File: src/rtl/axi_pkg.sv
// Shared AXI constants and the instruction-fetch FSM state type.
package axi_pkg;

   localparam int          ID_BITS    = 4;
   localparam logic [1:0]  RESP_OKAY  = 2'b00;
   localparam logic [1:0]  BURST_INCR = 2'b01;
   localparam logic [2:0]  SIZE_WORD  = 3'b010;
   localparam logic [31:0] RV_NOP     = 32'h0000_0013;  // addi x0, x0, 0

   typedef enum logic [1:0] {
      IDLE = 2'd0,
      AR   = 2'd1,
      R    = 2'd2,
      DONE = 2'd3
   } fetch_state_e;

endpackage

File: src/rtl/instr_fetch_axi_master.sv
// Instruction-side AXI4 read master: one outstanding single-beat read per
// fetch, word held in DONE while the pipeline is stalled.
//
// Handshake: a transfer happens on a rising ACLK edge where VALID and READY
// are both high. ARVALID, once raised, stays high with a stable payload until
// ARREADY is seen; RREADY is high only in R, so R beats offered in any other
// state are not taken. A flush never retracts an AR or refuses a beat, it only
// marks the in-flight fetch so its returned data is thrown away.
module instr_fetch_axi_master #(
   parameter int                 DATA_SIZE = 32,
   parameter int                 ID_BITS   = 4,
   parameter logic [ID_BITS-1:0] MASTER_ID = 4'd0
) (
   input  logic                   ACLK,
   input  logic                   ARESETn,
   input  logic [DATA_SIZE-1:0]   pc_data,
   input  logic                   fetch_en,
   input  logic                   flush,
   input  logic                   cpu_stall,
   output logic [DATA_SIZE-1:0]   instruction,
   output logic                   instr_valid,
   output logic                   instruction_stall,
   output logic                   fetch_err,
   output logic [ID_BITS-1:0]     ARID,
   output logic [DATA_SIZE-1:0]   ARADDR,
   output logic [3:0]             ARLEN,
   output logic [2:0]             ARSIZE,
   output logic [1:0]             ARBURST,
   output logic                   ARVALID,
   input  logic                   ARREADY,
   input  logic [ID_BITS-1:0]     RID,
   input  logic [DATA_SIZE-1:0]   RDATA,
   input  logic [1:0]             RRESP,
   input  logic                   RLAST,
   input  logic                   RVALID,
   output logic                   RREADY,
   output axi_pkg::fetch_state_e  state_dbg
);
   import axi_pkg::*;

   fetch_state_e           state_q;
   logic [DATA_SIZE-1:2]   addr_q;
   logic [DATA_SIZE-1:0]   instr_q;
   logic                   arvalid_q;
   logic                   rready_q;
   logic                   valid_q;
   logic                   err_q;
   logic                   discard_q;
   logic                   beat_err;
   logic                   unused_ok;

   // Single-beat reads make RLAST redundant; fetches are word aligned.
   assign unused_ok = &{1'b0, RLAST, pc_data[1:0]};

   // A returned beat is bad if the slave flagged it or it is not ours.
   assign beat_err = (RRESP != RESP_OKAY) || (RID != MASTER_ID);

   // Fetch FSM with all handshake and result outputs registered.
   always_ff @(posedge ACLK or negedge ARESETn) begin
      if (!ARESETn) begin
         state_q   <= IDLE;
         addr_q    <= '0;
         instr_q   <= '0;
         arvalid_q <= 1'b0;
         rready_q  <= 1'b0;
         valid_q   <= 1'b0;
         err_q     <= 1'b0;
         discard_q <= 1'b0;
      end else begin
         err_q <= 1'b0;
         case (state_q)
            IDLE: begin
               // fetch_en beats a same-cycle flush: pc_data is already the target
               if (fetch_en) begin
                  addr_q    <= pc_data[DATA_SIZE-1:2];
                  arvalid_q <= 1'b1;
                  discard_q <= 1'b0;
                  state_q   <= AR;
               end
            end
            AR: begin
               if (flush) discard_q <= 1'b1;
               if (ARREADY) begin
                  arvalid_q <= 1'b0;
                  rready_q  <= 1'b1;
                  state_q   <= R;
               end
            end
            R: begin
               if (RVALID) begin
                  rready_q  <= 1'b0;
                  discard_q <= 1'b0;
                  if (discard_q || flush) begin
                     state_q <= IDLE;
                  end else begin
                     instr_q <= beat_err ? DATA_SIZE'(RV_NOP) : RDATA;
                     err_q   <= beat_err;
                     valid_q <= 1'b1;
                     state_q <= DONE;
                  end
               end else if (flush) begin
                  discard_q <= 1'b1;
               end
            end
            DONE: begin
               if (flush || !cpu_stall) begin
                  valid_q <= 1'b0;
                  state_q <= IDLE;
               end
            end
            default: state_q <= IDLE;
         endcase
      end
   end

   // The PC must hold from the cycle a fetch is requested until data lands.
   assign instruction_stall = (state_q == AR) || (state_q == R) ||
                              ((state_q == IDLE) && fetch_en);

   assign instruction = instr_q;
   assign instr_valid = valid_q;
   assign fetch_err   = err_q;
   assign ARID        = MASTER_ID;
   assign ARADDR      = {addr_q, 2'b00};
   assign ARLEN       = 4'd0;
   assign ARSIZE      = SIZE_WORD;
   assign ARBURST     = BURST_INCR;
   assign ARVALID     = arvalid_q;
   assign RREADY      = rready_q;
   assign state_dbg   = state_q;

endmodule

File: config.mk
export PLATFORM = sky130hd
export DESIGN_NAME = instr_fetch_axi_master
export DESIGN_NICKNAME = d
export VERILOG_FILES = /design/src/rtl/axi_pkg.sv /design/src/rtl/instr_fetch_axi_master.sv
export SDC_FILE = /design/constraint.sdc
export NUM_CORES = 1
export LEC_CHECK = 0
export BUFFER_PORTS_ARGS = -buffer_cell sky130_fd_sc_hd__buf_2
export CORE_ASPECT_RATIO = 0.9
export CORE_MARGIN = 1.5
export CORE_UTILIZATION = 47
export DETAILED_ROUTE_END_ITERATION = 7
export HOLD_SLACK_MARGIN = 0.05
export PLACE_DENSITY_LB_ADDON = 0.12
export SYNTH_ARGS = -nofsm -noshare
export SYNTH_HDL_FRONTEND = slang
export SYNTH_SLANG_ARGS = --single-unit
export TNS_END_PERCENT = 1
File: constraint.sdc
create_clock -name ACLK -period 2.4 [get_ports ACLK]
set_input_delay 0.48 -clock ACLK [delete_from_list [all_inputs] [get_ports ACLK]]
set_output_delay 0.48 -clock ACLK [all_outputs]
set_load 0.02 [all_outputs]
======== Word level (Yosys, flattened, before mapping) ========
Cells that the tools add are included.
operators by class
  eq/ne operators ......................... 8
  mux-type cells .......................... 24
  bitwise gates (word level) .............. 1
  reduce and logical (&&, ||, !) cells .... 21
operator list
  cell                count
  $mux 32             1
  $mux 1              13
  $mux 2              5
  $ne 2x2->1 const B  5
  $reduce_and 3->1    3
  $pmux 2 s4          1
  $reduce_and 4->1    2
  $reduce_bool 2->1   4
  $pmux 1 s2          3
  $logic_or 1x1->1    5
  $eq 2x2->1 const B  2
  $reduce_and 2->1    2
  $reduce_bool 4->1   1
  $pmux 1 s3          1
  $reduce_bool 3->1   1
  $eq 2x1->1 const B  1
  $logic_not 2->1     1
  $logic_and 1x1->1   1
  $logic_not 1->1     1
  $not 1->1           1
storage, ports and cells
  flip-flop bits (word level) ............. 69
  input bits .............................. 78
  output and inout bits ................... 84
  logic and storage cells ................. 62

======== Depth between registers and ports, before layout ========
  word-level depth ........................ 5
  depth in mapped cells ................... 7

======== Worst setup path after synthesis ========
Ideal clock, no wire load.
  path kind ............................... flip-flop to output port
  start ................................... reg state_q[0] (netlist: state_dbg[0])
  end ..................................... out instruction_stall
  data arrival time ....................... 1512 ps
  required time ........................... 1920 ps
  path slack .............................. 408 ps
  cell stages (with the launch flop) ...... 6
  path through ............................ dfrtp_1 inv_1 ha_1 nand2_1 clkbuf_1 nand2b_1
between the ends
  longest elaborated chain between the ends .. 3
  elaborated cells on any way between the ends .. 6
RTL lines
  element                                                RTL line                                                      RTL
  from (decl)                                            instr_fetch_axi_master.sv:41                                  fetch_state_e state_q;
  from (signal assigned)                                 instr_fetch_axi_master.sv:61                                  state_q <= IDLE;
  from (signal assigned)                                 instr_fetch_axi_master.sv:78                                  state_q <= AR;
  from (signal assigned)                                 instr_fetch_axi_master.sv:86                                  state_q <= R;
  $eq 2x1->1 (tied with other cells)                     instr_fetch_axi_master.sv:117                                 assign instruction_stall = (state_q == AR) || (state_q == R) ||
  $logic_or 1x1->1 or $logic_and 1x1->1 (tied branches)  instr_fetch_axi_master.sv:117, instr_fetch_axi_master.sv:118
  $logic_or 1x1->1 *                                     instr_fetch_axi_master.sv:117
  to (decl)                                              instr_fetch_axi_master.sv:22                                  output logic instruction_stall,
Every way passes the cells marked *; elsewhere a longest branch is shown, timed or not.

======== Worst setup path after layout ========
Ends and elaborated chain as after synthesis.

==> Implementation_results.wiki <==
{| class="wikitable"
! Metric !! Value
|-
| Result of the run || complete, no violations
|-
| DIE WIDTH || 84.7 µm
|-
| Post-CTS Repair Setup Buffers || 0
|-
| Global-route usage over all layers || 0.194
|-
| CTS tree || built
|-
| Die Height || 76.5 µm
|-
| Root cell of the clock tree || clkbuf_8
|-
| Layer with the highest usage || met2
|-
| Fraction of synthesized cell area taken by the top area cell type || 0.611
|-
| Final hold violations || 0
|-
| Number of H-tree branching levels || 3
|-
| Leading cell types in the layout, fill and taps excluded || buf_2, dfrtp_1, a22o_1, mux2_2, conb_1
|-
| Final Slew Violations || 0
|-
| Area growth from synthesis to final layout || 32.3%
|-
| Peak clock frequency supported by timing || 0.466 GHz
|-
| Netlist area before placement || 2820 µm²
|-
| Setup repair after global routing missed its margin || false
|-
| Maximum clock path buffer count || 2
|-
| Seq. cell area || 1730 µm²
|-
| Pin count of the biggest net entering global routing || 30
|-
| Clock transition time at the flip-flop clock pins of the worst setup and hold paths || 0.07 ns
|-
| Met1 Track Usage GR || 0.257
|-
| Worst setup path class || register to output pin
|-
| Leading post-synthesis cells by cell area || dfrtp_1, mux2_2, a22o_1
|-
| Buffers on Ports || 143
|-
| Max stage delay on crit path || 0.45 ns
|-
| Cell family with the largest share of critical-path delay || flip-flops
|-
| Leakage || 2.04 nW
|-
| Startpoint of the worst register-to-register path || state_dbg[0]
|-
| First DRT Iteration DRCs || 74
|-
| Relative slew slack || 0.563
|-
| Sequential-to-total area share from yosys stat || 0.611
|-
| Setup TNS Final || 0 ns
|-
| Hold bufs inserted after CTS || 0
|-
| DR pass1 iterations || 4
|-
| Maximum Capacitance Violations || 0
|-
| Critical path depth in cells || 6
|-
| Total core area || 5730 µm²
|-
| Net total in the final layout || 432
|-
| Area used by multi-input combinational logic || 950 µm²
|-
| Yosys top cell by area || dfrtp_1
|-
| Placed Instances || 409
|-
| DRT antenna net count || 0
|-
| Final Core Density || 0.653
|-
| Global-route wire length before repair || 9670 µm
|-
| Transition at the pin with the smallest max-transition slack || 0.650 ns
|-
| Residual overflow from global routing || 0
|-
| Signal arrival time at the worst endpoint || 1.67 ns
|-
| Worst-case vdd ir drop || 0.754 mV
|-
| Average wire per standard cell || 14.2 µm
|-
| Routed wire length || 6020 µm
|-
| Worst hold path type || input port to asynchronous set/reset pin
|-
| Total CTS buffers || 9
|-
| Commonest non-fill, non-tap cell in the layout || buf_2
|-
| Clock tree skew after final layout || 0.00914 ns
|-
| Maximum fanout along the worst path || 10
|-
| Clock latency reported for the late side of the worst-skew pair || 0.33 ns
|-
| Number of fill cells || 472
|-
| Crit-path cells || inv_1 > ha_1 > nand2_1 > buf_4 > nand2b_1 > buf_2
|-
| Portion of the clock cycle consumed by the worst path in the final layout || 0.895
|-
| Setup crit end kind || output pin
|-
| Worst Path Buf+Inv || 3
|-
| Post-synthesis register bit count || 69
|-
| DRC Markers || 0
|-
| Number of standard cells in the layout, taps in and fillers out || 425
|-
| Vias in the first global route || 2003
|-
| DIE AREA || 6480 µm²
|-
| GRT met2 Usage || 0.287
|-
| Worst r2r path cells || 6
|-
| Initial cell density of the core || 0.493
|-
| Max stage delay cell, worst path || dfrtp_1
|-
| Critical path launch point type || register
|-
| Floorplan row count || 26
|-
| Post_cts resized || 0
|-
| Vias per cell || 4.92
|-
| Clock tree sinks || 69
|-
| Cells after Synth || 202
|-
| Post-layout minimum cycle time || 2.15 ns
|-
| Detailed-placement wirelength estimate || 4480 µm
|-
| Total number of vias || 2090
|-
| Ant diodes || 0
|-
| Power density cells || 1160 nW/µm²
|-
| Capturing point of the worst reg2reg path || state_dbg[1]
|-
| Number of distinct library cells after synthesis || 29
|-
| CP required || 1.92 ns
|-
| Final Setup Violations || 0
|-
| Register-to-register setup slack || 0.43 ns
|-
| Yosys warnings || 0
|-
| Final weighted congestion of routability-driven global placement || 0.769
|-
| Worst hold slack || 0.126 ns
|-
| Number of antenna violations at the first check in global routing || 0
|-
| Layout cell share with drive strength beyond 1 || 0.552
|-
| Ports || 162
|-
| Avg Synthesized Cell Area || 14.0 µm²
|-
| Met3 Track Usage GR || 0.0693
|}
==> area by class of cell <==
| cell class | instances | area share |
|---|---|---|
| flip-flops and latches | 69 | 0.462 |
| multi-input cells | 117 | 0.254 |
| repair buffers | 148 | 0.202 |
| clock buffers | 11 | 0.0378 |
| well taps | 70 | 0.0234 |
| clock inverters | 5 | 0.0161 |
| inverters | 5 | 0.00502 |
==> per-layer routing <==
layer	routed length (µm)	vias up	share of wire
met2	2720	113	0.45
met4	67	0	0.011
met3	538	7	0.089
met5	0	-	0
met1	2690	982	0.45
li1	-	988	-
==> synth_stat cells <==
cell type / n
nand3_1: 1
inv_1: 5
and3_1: 1
nor2_1: 4
dfrtp_1: 69
nor3_4: 1
a22o_1: 30
a31oi_1: 1
nand2_1: 6
o221ai_1: 1
buf_4: 16
buf_8: 1
and2_4: 1
o2bb2ai_1: 1
ha_1: 4
mux2i_1: 2
or4_4: 1
and3b_1: 1
conb_1: 2
a21oi_1: 4
o22a_1: 3
buf_1: 1
nor2b_1: 5
mux2_2: 30
nand2b_1: 1
nor4_1: 1
clkbuf_1: 5
buf_12: 1
o21ai_0: 3
==> flip-flops by register name (all words and copies together) (netlist names) <==
register	count
ARVALID	1
RREADY	1
addr_q	30
discard_q	1
fetch_err	1
instr_valid	1
instruction	32
state_dbg	2
==> where the power goes <==
group / internal, mW / switching (mW)
Clock: 0.510 / 0.429
Combinational: 0.709 / 0.980
Sequential: 1.52 / 0.178
Total: 2.74 / 1.59
==> stage by stage <==
stage | total power [mW] | area, µm² | worst slack [ns]
floorplan | 2.83 | 2870 | 0.408
global placement | 3.37 | 3540 | 0.476
detailed placement | 3.43 | 3540 | 0.472
CTS | 4.38 | 3740 | 0.217
global route | 4.58 | 3740 | 0.131
finish | 4.32 | 3740 | 0.252
==> worst max path at each step <==
stage / from / to / slack, ns
3_5_place_dp: state_dbg[0] / state_dbg[1] / 0.47
4_1_cts: state_dbg[0] / instruction_stall / 0.22
2_1_floorplan: state_dbg[0] / instruction_stall / 0.41
5_1_grt: state_dbg[0] / instruction_stall / 0.13
6_report: state_dbg[0] / instruction_stall / 0.25
3_3_place_gp: RRESP[1] / instruction[6] / 0.48
==> logic make-up after synthesis <==
group	Yosys count	synth area share
other	2	0.00266
DFF	69	0.611
and+or+nand+nor	23	0.0487
buffers and inverters	29	0.0696
muxes	32	0.127
adders and majority gates	4	0.0177
AOI/OAI and AO/OA	43	0.123
Power figures use the tool's default switching activity.
